<file path="src/rtl/openofdm_rx_pkt_log.sv">
// Per-packet receive status recorder: captures header fields and RSSI, waits for the
// FCS verdict or an abort, and commits one timestamped record into a FWFT FIFO.
module openofdm_rx_pkt_log #(
   parameter int DEPTH_LOG2         = 4,
   parameter int RSSI_HALF_DB_WIDTH = 11,
   parameter int LEN_WIDTH          = 16,
   parameter int TS_WIDTH           = 32,
   localparam int ENTRY_WIDTH       = 12 + LEN_WIDTH + RSSI_HALF_DB_WIDTH + TS_WIDTH
) (
   input  logic                                 clock,
   input  logic                                 reset,
   input  logic                                 enable,
   input  logic                                 pkt_header_valid_strobe,
   input  logic                                 pkt_header_valid,
   input  logic                                 ht_unsupport,
   input  logic [7:0]                           pkt_rate,
   input  logic [LEN_WIDTH-1:0]                 pkt_len,
   input  logic                                 ht_aggr,
   input  logic                                 ht_sgi,
   input  logic signed [RSSI_HALF_DB_WIDTH-1:0] rssi_half_db,
   input  logic                                 fcs_out_strobe,
   input  logic                                 fcs_ok,
   input  logic                                 demod_is_ongoing,
   input  logic                                 rd_pop,
   output logic                                 rd_valid,
   output logic [ENTRY_WIDTH-1:0]               rd_entry,
   output logic [DEPTH_LOG2:0]                  count,
   output logic [15:0]                          lost_cnt,
   input  logic                                 clear_lost,
   output logic                                 busy
);

   localparam int DEPTH = 1 << DEPTH_LOG2;
   localparam logic [DEPTH_LOG2:0] FULL_CNT = (DEPTH_LOG2+1)'(DEPTH);

   localparam logic [1:0] ST_FCS_BAD = 2'b00;
   localparam logic [1:0] ST_FCS_OK  = 2'b01;
   localparam logic [1:0] ST_HDR_BAD = 2'b10;
   localparam logic [1:0] ST_ABORT   = 2'b11;

   typedef enum logic {IDLE, WAIT_FCS} state_t;

   state_t state, state_nxt;

   logic [TS_WIDTH-1:0]                 ts;
   logic                                demod_p1;
   logic                                demod_fall;

   logic [7:0]                          p_rate;
   logic [LEN_WIDTH-1:0]                p_len;
   logic                                p_aggr;
   logic                                p_sgi;
   logic signed [RSSI_HALF_DB_WIDTH-1:0] p_rssi;
   logic [TS_WIDTH-1:0]                 p_ts;

   logic                                capture;
   logic                                commit;
   logic                                commit_pending;
   logic [1:0]                          commit_status;
   logic                                drop_hdr;
   logic [ENTRY_WIDTH-1:0]              commit_entry;

   logic [ENTRY_WIDTH-1:0]              mem [DEPTH];
   logic [DEPTH_LOG2-1:0]               wr_ptr;
   logic [DEPTH_LOG2-1:0]               rd_ptr;
   logic                                pop_ok;
   logic                                wr_ok;
   logic                                commit_drop;
   logic [1:0]                          loss_inc;

   function automatic logic [15:0] sat_add16(input logic [15:0] base, input logic [1:0] inc);
      logic [16:0] sum;
      sum = {1'b0, base} + {15'b0, inc};
      return sum[16] ? 16'hFFFF : sum[15:0];
   endfunction

   assign demod_fall = demod_p1 & ~demod_is_ongoing;
   assign busy       = (state == WAIT_FCS);

   // Commit decision: FCS result outranks a demod fall, which outranks a new header.
   always_comb begin
      state_nxt      = state;
      capture        = 1'b0;
      commit         = 1'b0;
      commit_pending = 1'b0;
      commit_status  = ST_FCS_BAD;
      drop_hdr       = 1'b0;
      case (state)
         IDLE: begin
            if (pkt_header_valid_strobe && enable) begin
               if (!pkt_header_valid || ht_unsupport) begin
                  commit        = 1'b1;
                  commit_status = ST_HDR_BAD;
               end else begin
                  capture   = 1'b1;
                  state_nxt = WAIT_FCS;
               end
            end
         end
         WAIT_FCS: begin
            if (fcs_out_strobe) begin
               commit         = 1'b1;
               commit_pending = 1'b1;
               commit_status  = fcs_ok ? ST_FCS_OK : ST_FCS_BAD;
               state_nxt      = IDLE;
            end else if (demod_fall) begin
               commit         = 1'b1;
               commit_pending = 1'b1;
               commit_status  = ST_ABORT;
               state_nxt      = IDLE;
            end else if (pkt_header_valid_strobe) begin
               commit         = 1'b1;
               commit_pending = 1'b1;
               commit_status  = ST_ABORT;
               drop_hdr       = 1'b1;
               state_nxt      = IDLE;
            end
         end
         default: state_nxt = IDLE;
      endcase
   end

   always_comb begin
      if (commit_pending)
         commit_entry = {commit_status, p_sgi, p_aggr, p_rate, p_len, p_rssi, p_ts};
      else
         commit_entry = {commit_status, ht_sgi, ht_aggr, pkt_rate, pkt_len, rssi_half_db, ts};
   end

   // A full FIFO still accepts a write when the head is popped in the same cycle.
   assign pop_ok      = rd_pop && (count != '0);
   assign wr_ok       = commit && ((count != FULL_CNT) || pop_ok);
   assign commit_drop = commit && !wr_ok;
   assign loss_inc    = {1'b0, drop_hdr} + {1'b0, commit_drop};

   always_ff @(posedge clock) begin
      if (reset) begin
         state    <= IDLE;
         ts       <= '0;
         demod_p1 <= 1'b0;
         wr_ptr   <= '0;
         rd_ptr   <= '0;
         count    <= '0;
         lost_cnt <= '0;
      end else begin
         state    <= state_nxt;
         ts       <= ts + TS_WIDTH'(1);
         demod_p1 <= demod_is_ongoing;
         if (wr_ok)
            wr_ptr <= wr_ptr + DEPTH_LOG2'(1);
         if (pop_ok)
            rd_ptr <= rd_ptr + DEPTH_LOG2'(1);
         case ({wr_ok, pop_ok})
            2'b10:   count <= count + (DEPTH_LOG2+1)'(1);
            2'b01:   count <= count - (DEPTH_LOG2+1)'(1);
            default: count <= count;
         endcase
         if (clear_lost)
            lost_cnt <= {14'b0, loss_inc};
         else
            lost_cnt <= sat_add16(lost_cnt, loss_inc);
      end
   end

   // Pending record and FIFO storage are pure data and carry no reset.
   always_ff @(posedge clock) begin
      if (capture) begin
         p_rate <= pkt_rate;
         p_len  <= pkt_len;
         p_aggr <= ht_aggr;
         p_sgi  <= ht_sgi;
         p_rssi <= rssi_half_db;
         p_ts   <= ts;
      end
      if (wr_ok)
         mem[wr_ptr] <= commit_entry;
   end

   assign rd_valid = (count != '0);
   assign rd_entry = rd_valid ? mem[rd_ptr] : '0;

endmodule
</file>
<file path="config.mk">
export PLATFORM = sky130hd
export DESIGN_NAME = openofdm_rx_pkt_log
export DESIGN_NICKNAME = d
export VERILOG_FILES = /design/src/rtl/openofdm_rx_pkt_log.sv
export SDC_FILE = /design/constraint.sdc
export NUM_CORES = 1
export LEC_CHECK = 0
export ABC_AREA = 0
export BUFFER_PORTS_ARGS = -buffer_cell sky130_fd_sc_hd__buf_2
export CAP_MARGIN = 10
export CORE_AREA = 2 2 300 302
export DETAILED_ROUTE_END_ITERATION = 10
export DIE_AREA = 0 0 302 304
export PLACE_DENSITY = 0.78
export SYNTH_ARGS = -nofsm -noshare
export SYNTH_HDL_FRONTEND = slang
export SYNTH_SLANG_ARGS = --single-unit
</file>
<file path="constraint.sdc">
create_clock -name clock -period 7.45 [get_ports clock]
set_input_delay 1.49 -clock clock [delete_from_list [all_inputs] [get_ports clock]]
set_output_delay 1.49 -clock clock [all_outputs]
set_load 0.05 [all_outputs]
</file>
# --- After elaboration in Yosys (flattened, before gate mapping) ---
# Memory sizes are Yosys's and may differ from the RTL's. A register that Yosys moved wholly into a read port is not among the register bits.
# Cells that the tools add are included.
word_totals:
  reg_bits: 132
  ram_bits: 1136
  word_cells: 72
  n_memories: 1
memory_table:
  columns: ["name", "depth", "word_bits", "read_ports", "rd_ports_with_merged_regs", "write_ports", "line_no", "text"]
  rows:
  - ["mem", 16, 71, 1, 1, 1, "63", "logic [ENTRY_WIDTH-1:0] mem [DEPTH];"]
classes:
  n_addsub: 7
  eq_ne: 3
  muxes: 33
  n_bitwise: 3
  reduce_logical: 11
op_table:
  columns: ["operator", "count"]
  rows:
  - ["$mux 71", 1]
  - ["$mux 69", 1]
  - ["$add 32x1->32 const B", 1]
  - ["$mux 1", 18]
  - ["$add 16x2->17", 1]
  - ["$mux 16", 1]
  - ["$mux 2", 6]
  - ["$pmux 5 s2", 1]
  - ["$add 4x1->4 const B", 2]
  - ["$mux 4", 2]
  - ["$add 5x1->5 const B", 1]
  - ["$ne 5x5->1 const B", 1]
  - ["$reduce_bool 5->1", 1]
  - ["$sub 5x1->5 const B", 1]
  - ["$logic_and 1x1->1", 4]
  - ["$pmux 1 s2", 2]
  - ["$pmux 2 s2", 1]
  - ["$add 1x1->2", 1]
  - ["$eq 2x1->1 const B", 1]
  - ["$eq 2x2->1 const B", 1]
  - ["$logic_not 1->1", 2]
  - ["$logic_or 1x1->1", 2]
  - ["$not 1->1", 2]
  - ["$reduce_bool 2->1", 1]
  - ["2 further kinds", 2]

# --- Longest topological paths before layout ---
# Gate-level depths: netlist of run 1.
depth:
  depth_word: 12
  depth_mapped: 14
  depth_no_buf: 12

# --- Least setup slack after synthesis of run 1 ---
# Ideal clock, no wire load.
synth_timing:
  path_type: "input port to flip-flop"
  startpoint: "input port demod_is_ongoing"
  endpoint: "memory mem[2][0] in the netlist's numbering, enable pin"
  t_arrival_ns: 7.183
  path_slack_ns: -0.321
  cell_stages: 5
  path_cell_list: "nor2b_1 -> o31ai_2 -> a21boi_2 -> nand2_1 -> nor3_1"
synth_between:
  elab_chain_len: 8
synth_lines:
  columns: ["element", "line_no", "text"]
  rows:
  - ["start: declaration", "23", "input logic demod_is_ongoing,"]
  - ["$not 1->1", "77", "assign demod_fall = demod_p1 & ~demod_is_ongoing;"]
  - ["$and 1x1->1", "77", null]
  - ["$mux 1", "106", "end else if (demod_fall) begin"]
  - ["$mux 1", "101", "if (fcs_out_strobe) begin"]
  - ["$pmux 1 s2", "88", "case (state)"]
  - ["$logic_and 1x1->1", "132", "assign wr_ok = commit && ((count != FULL_CNT) || pop_ok);"]
  - ["$mux 1", "175", "if (wr_ok)"]
  - ["$mux 1 (implied by the code)", "176", "mem[wr_ptr] <= commit_entry;"]
  - ["end: declaration", "63", null]
# No other way between the ends.

==> results.yml, run 1 <==
logic_synthesis:
  synth-edff-count: 1205
  synthTopCellsByArea: "sky130_fd_sc_hd__edfxtp_1, sky130_fd_sc_hd__mux4_2, sky130_fd_sc_hd__mux2i_1"
  synthCells: 2398
  ys_seq_elements: 1272
  post_synth_top_area_cell: "sky130_fd_sc_hd__edfxtp_1"
  synthesis.yosys.warnings: 0
  post_synth_most_frequent_cells: "sky130_fd_sc_hd__edfxtp_1, sky130_fd_sc_hd__mux4_2, sky130_fd_sc_hd__nand2_1"
  ys_dominant_reg_cell: "sky130_fd_sc_hd__edfxtp_1"
  netlist_area_sq_mm: 0.0491
  yosysTopAreaCellShare_pct: 73.7
  postSynth.asyncResetShare_pct: 0
  syn_avg_cell_area_sq_um: 20.5
  synthesis.nets: 2461
  cell_with_the_most_instances_after_synthesis: "sky130_fd_sc_hd__edfxtp_1"
  seq_total_area_yosys_pct: 76.4
  post_synthesis_cell_type_count: 55
floorplan:
  die_height_microns: 304
  effective_utilization_at_floorplan_pct: 55.1
  design.portCount: 142
  coreArea_sq_mm: 0.0890
  row_count: 110
  die_x_microns: 302
  fp.dieArea_sq_mm: 0.0918
clock_tree:
  cts.path.max_buffers: 3
  cts_resized: 0
  tritoncts.num_buffers: 121
  ctsHoldBuffers: 0
  cell_chosen_for_the_clock_root: "sky130_fd_sc_hd__clkbuf_16"
  cts-htree-levels: 3
  clock_sinks: 1272
  tritoncts_clock_tree: "yes"
  postCtsSetupBuffers: 0
  clk_pin_slew_worst_paths_ps: 60
  clk-insertion-delay-late_ps: 720
timing:
  timing.final.max_slew_violations: 0
  setup_total_negative_slack_ps: 0
  final_min_period_over_clock_period_pct: 70.5
  hold_ws_ps: 500
  fin_ws_ps: 2200
  hold_viol: 0
  number_of_endpoints_failing_setup_at_the_final_stage: 0
  max_slew_margin_pct: 19.2
  timing.clock.skew_ps: 38.3
  grt_setup_unrepaired: "false"
  layout_min_cycle_time_ps: 5250
  maxClockFrequency_ghz: 0.190
  tightestPinTransition_ps: 1210
route:
  remaining_design_rule_violation_count: 0
  iter_0_drt_violations: 2948
  first_pass_iters: 5
  viasPerCell: 6.35
  drt_antenna_net_count: 0
  routed_wirelength_mm: 111
  wl_per_cell_microns: 28.8
  dr_total_vias: 24560
grt:
  pin_count_of_the_biggest_net_entering_global_routing: 118
  grt_pass1_wl_mm: 165
  antenna_found_initial: 2
  grt_pass1_vias: 25745
  grt-ovfl-total: 0
  global_router_s_overall_resource_usage_pct: 24.5
min_path:
  timing.hold.worst_endpoint: "p_ts[31]"
  min_delay_path_depth: 0
  hold_path.startpoint: "ts[31]"
  hold_path.class: "reg2reg"
placement:
  place_worst_setup_slack_ps: 2790
  io_buffer_count: 141
  gp_congestion: 0.770
  postPlaceCellArea_sq_mm: 0.0513
  dp_hpwl_mm: 53.5
cells_and_area:
  antenna_cells: 0
  final_area_sq_mm: 0.0555
  drive_gt1_share_pct: 25.8
  layout.core_utilization_pct: 62.3
  multi_input_comb_area_sq_mm: 0.0110
  flow.area_growth_from_synthesis_pct: 13.1
  nFillCells: 5731
  area_of_all_sequential_standard_cells_sq_mm: 0.0375
  layout.nets: 2644
pwr:
  power.ir.vdd_worst_uv: 288
  power_per_cell_area_mw_per_mm2: 339
  leak_pwr_nw: 17.5
setup_path:
  crit_path_end_kind: "primary output"
  reg2regPathDepth: 6
  timing.critical_path.required_ps: 5960
  worst-setup-path-type: "reg2out"
  worstPathArrival_ps: 3760
  regToRegStartpoint: "busy"
  setup.worst_path.start_class: "register"
  timing.rr.end: "mem[10][43]"
  ff2ff_setup_slack_ps: 3940
  worst-path-max-fanout: 117
status:
  run_status: "finished, final reports clean"
flow_run:
  drv_cap: 0
-- stage by stage --
step	instances	power, mW
after floorplan	2398	11.5
after global placement	3633	12.5
after detailed placement	3633	12.6
after CTS	3864	19.0
after global routing	3865	19.4
final	3865	18.8
-- cell type report --
cell class	instances	area share (%)
flip-flops and latches	1272	67.6
multi-input cells	982	19.9
clock buffers	147	5.68
well taps	1176	2.65
repair buffers	186	2.17
clock inverters	84	1.88
inverters	18	0.122
-- cell families (layout without fill, tap and decap cells) --
family / Yosys count / after routing / share of synthesized area, %
buf+inv: 144 / 435 / 1.44
compound gates: 117 / 117 / 1.46
xor+xnor: 43 / 43 / 0.767
simple gates: 376 / 376 / 3.45
fa+ha+maj: 15 / 15 / 0.413
mux: 431 / 431 / 16.0
flops: 1272 / 1272 / 76.4
-- routing by layer --
metal | routed length (microns) | vias up | track usage [%]
li1 | - | 10110 | -
met1 | 41100 | 12882 | 32.8
met2 | 57100 | 1373 | 41.2
met3 | 10300 | 193 | 4.83
met4 | 2740 | 2 | 7.31
met5 | 7 | - | 0
-- power breakdown --
part	total, mW	internal, mW	switching (mW)
registers	8.00	7.87	0.126
logic	4.43	1.53	2.90
clock network	6.42	3.73	2.69
-- critical path, stage by stage (launching register included) --
cell and delay, ps:
sky130_fd_sc_hd__dfxtp_4 1000, sky130_fd_sc_hd__buf_12 540, sky130_fd_sc_hd__mux4_2 370, sky130_fd_sc_hd__mux2i_1 90
sky130_fd_sc_hd__o22ai_1 480, sky130_fd_sc_hd__buf_2 380
-- worst max path at each step --
stage,startpoint,endpoint,slack (ps),depth (start not counted)
floorplan,demod_is_ongoing,mem[6][0],1580,5
global placement,register,rd_entry[13],2860,5
detailed placement,pkt_header_valid_strobe,mem[4][40],2790,8
CTS,register,rd_entry[13],2040,5
global route,register,rd_entry[13],1880,5
finish,register,rd_entry[1],2200,5
-- placed cells by master (no fill, tap or decap), types with 20 or more instances in the layout --
master / instances
sky130_fd_sc_hd__buf_4: 32
sky130_fd_sc_hd__edfxtp_1: 1205
sky130_fd_sc_hd__mux2i_1: 146
sky130_fd_sc_hd__dfxtp_1: 64
sky130_fd_sc_hd__o22ai_1: 71
sky130_fd_sc_hd__nor2_1: 54
sky130_fd_sc_hd__clkinv_1: 25
sky130_fd_sc_hd__a21oi_1: 22
sky130_fd_sc_hd__clkbuf_1: 23
sky130_fd_sc_hd__bufinv_16: 20
sky130_fd_sc_hd__xnor2_1: 30
sky130_fd_sc_hd__buf_2: 141
sky130_fd_sc_hd__nand2_1: 220
sky130_fd_sc_hd__mux4_2: 284
sky130_fd_sc_hd__clkbuf_16: 121
-- flip-flops by register name, summed over array words and instances, names as in the netlist, named ones only --
signal and count:
p_rssi 11, wr_ptr 4, p_len 16, mem 1136, busy 1, demod_p1 1, p_aggr 1, p_ts 32
ts 32, p_sgi 1, count 5, rd_ptr 4, lost_cnt 16, p_rate 8
Power figures use the tool's default switching activity.
==> run 2, diff against run 1 <==
CORE_AREA = 2 2 290 292   (was 2 2 300 302)
DIE_AREA = 0 0 292 294   (was 0 0 302 304)
PLACE_DENSITY = 0.8   (was 0.78)
clock period = 5.2 ns   (was 7.45 ns; I/O delays follow)
==> results.yml, run 2 (synthesis gave the netlist of run 1 again) <==
status:
  run_status: "finished, final reports clean"
setup_path:
  worst-setup-path-type: "reg2out"
  crit_path_end_kind: "primary output"
  timing.critical_path.buf_inv: 2
  critical-path-top-delay-family: "multiplexers"
  setup.worst_path.start_class: "register"
  cpMaxStageDelayCell: "sky130_fd_sc_hd__dfxtp_4"
  worstPathArrival_ps: 3310
  worst-path-max-fanout: 46
  critPathMaxStageDelay_ps: 800
  timing.critical_path.required_ps: 4160
  worstPathCellList: "buf_12 -> mux4_2 -> mux2i_1 -> o22ai_1 -> buf_2"
clock_tree:
  ctsHoldBuffers: 0
  cts.path.max_buffers: 3
  tritoncts.num_buffers: 118
  cts_resized: 0
  clock_sinks: 1272
  postCtsSetupBuffers: 0
  clk-insertion-delay-late_ps: 690
  cell_chosen_for_the_clock_root: "sky130_fd_sc_hd__clkbuf_16"
  tritoncts_clock_tree: "yes"
  clk_pin_slew_worst_paths_ps: 60
  cts-htree-levels: 3
route:
  viasPerCell: 6.64
  wl_per_cell_microns: 30.5
  dr_total_vias: 24998
  routed_wirelength_mm: 115
  drt_antenna_net_count: 0
  remaining_design_rule_violation_count: 0
  iter_0_drt_violations: 2892
  first_pass_iters: 7
timing:
  timing.clock.skew_ps: 36.9
  grt_setup_unrepaired: "false"
  number_of_endpoints_failing_setup_at_the_final_stage: 0
  setup_total_negative_slack_ps: 0
  final_min_period_over_clock_period_pct: 83.7
  max_slew_margin_pct: 21.1
  layout_min_cycle_time_ps: 4350
  timing.final.max_slew_violations: 0
  maxClockFrequency_ghz: 0.230
  fin_ws_ps: 846
  hold_viol: 0
  tightestPinTransition_ps: 1180
floorplan:
  effective_utilization_at_floorplan_pct: 59.2
  row_count: 106
  coreArea_sq_mm: 0.0829
  design.portCount: 142
  die_height_microns: 294
  fp.dieArea_sq_mm: 0.0858
  die_x_microns: 292
cells_and_area:
  nFillCells: 4866
  registers.top_by_ff_count: "mem"
  flow.area_growth_from_synthesis_pct: 13.0
  layout.nets: 2646
  largest_registers: "mem: 1136 flops, p_ts: 32 flops, ts: 32 flops"
  drive_gt1_share_pct: 25.9
  largest_reg_flops: 1136
  final_area_sq_mm: 0.0555
  final_cell_mix: "sky130_fd_sc_hd__edfxtp_1, sky130_fd_sc_hd__mux4_2, sky130_fd_sc_hd__nand2_1"
  mostFrequentLayoutCell: "sky130_fd_sc_hd__edfxtp_1"
  antenna_cells: 0
grt:
  met1_usage_pct: 35.6
  grt.met3_usage_pct: 5.13
  grt.busiest_layer: "met2"
  global_router_s_overall_resource_usage_pct: 27.0
  grt-ovfl-total: 0
  grt_pass1_wl_mm: 168
  grt_pass1_vias: 25892
  antenna_found_initial: 1
  pin_count_of_the_biggest_net_entering_global_routing: 72
  met2_usage_pct: 45.5
pwr:
  total_power_mw: 26.9
  power_per_cell_area_mw_per_mm2: 484
  leak_pwr_nw: 17.5
  power.ir.vdd_worst_uv: 385
min_path:
  hold_path.class: "reg2reg"
flow_run:
  drv_cap: 0
placement:
  gp_congestion: 0.771
  dp_hpwl_mm: 51.6
  postPlaceCellArea_sq_mm: 0.0514
  place_worst_setup_slack_ps: 1150
  io_buffer_count: 141
## run 2: cell count changes in the layout (fill, tap and decap cells not counted), sizes merged
cell,previous run,this run
bufinv,20,18
inv,22,21
clkinv,48,51
clkinvlp,12,9
buf,186,191
clkbuf,147,142
## run 2: per-stage QoR
step / util (%) / instances / hold WS (ps)
3_5_place_dp: 62.1 / 3542 / 484
5_1_grt: 66.9 / 3766 / 520
6_report: 66.9 / 3766 / 511
3_3_place_gp: 62.1 / 3542 / 466
2_1_floorplan: - / 2398 / 449
4_1_cts: 66.9 / 3765 / 495
## run 2: cell type report
type                       instances  area (sq um)  area share (%)
timing repair buffer             191          1470            2.65
multi-input combinational        982         11000            19.9
tap                             1080          1350            2.44
inverter                          18          67.6           0.122
clock buffer                     142          3130            5.64
clock inverter                    81           891            1.61
sequential                      1272         37500            67.7
## run 2: routing by layer
metal	vias up	part of all wire, %
met4	2	3.3
met2	1636	51
met3	251	10
met1	12980	36
met5	-	0.0061
li1	10129	-
## run 2: path summary, 6_finish.rpt
kind | start | slack (ps) | to | depth (start not counted)
worst max-delay path | register | 850 | rd_entry[13] | 5
worst min-delay path | ts[31] | 510 | p_ts[31] | 0
worst max register to register | count[0] | 1730 | lost_cnt[0] | 11
worst min register to register | ts[31] | 510 | p_ts[31] | 0
## run 2: worst register-to-register path: stages (launching register included)
cell,delay [ps]
sky130_fd_sc_hd__dfxtp_1,370
sky130_fd_sc_hd__nor4_2,410
sky130_fd_sc_hd__nand3b_1,190
sky130_fd_sc_hd__a21oi_1,220
sky130_fd_sc_hd__ha_1,200
sky130_fd_sc_hd__ha_1,180
sky130_fd_sc_hd__inv_1,70
sky130_fd_sc_hd__fa_1,450
sky130_fd_sc_hd__and4b_1,320
sky130_fd_sc_hd__and3_1,310
sky130_fd_sc_hd__nand2b_1,300
sky130_fd_sc_hd__a221oi_1,350
## run 2: power by group
| group | leakage, nW | total [mW] | switching (mW) | internal, mW |
|---|---|---|---|---|
| logic | 3.98 | 6.53 | 4.26 | 2.27 |
| registers | 11.6 | 11.4 | 0.155 | 11.3 |
| clock network | 1.95 | 8.91 | 3.73 | 5.18 |
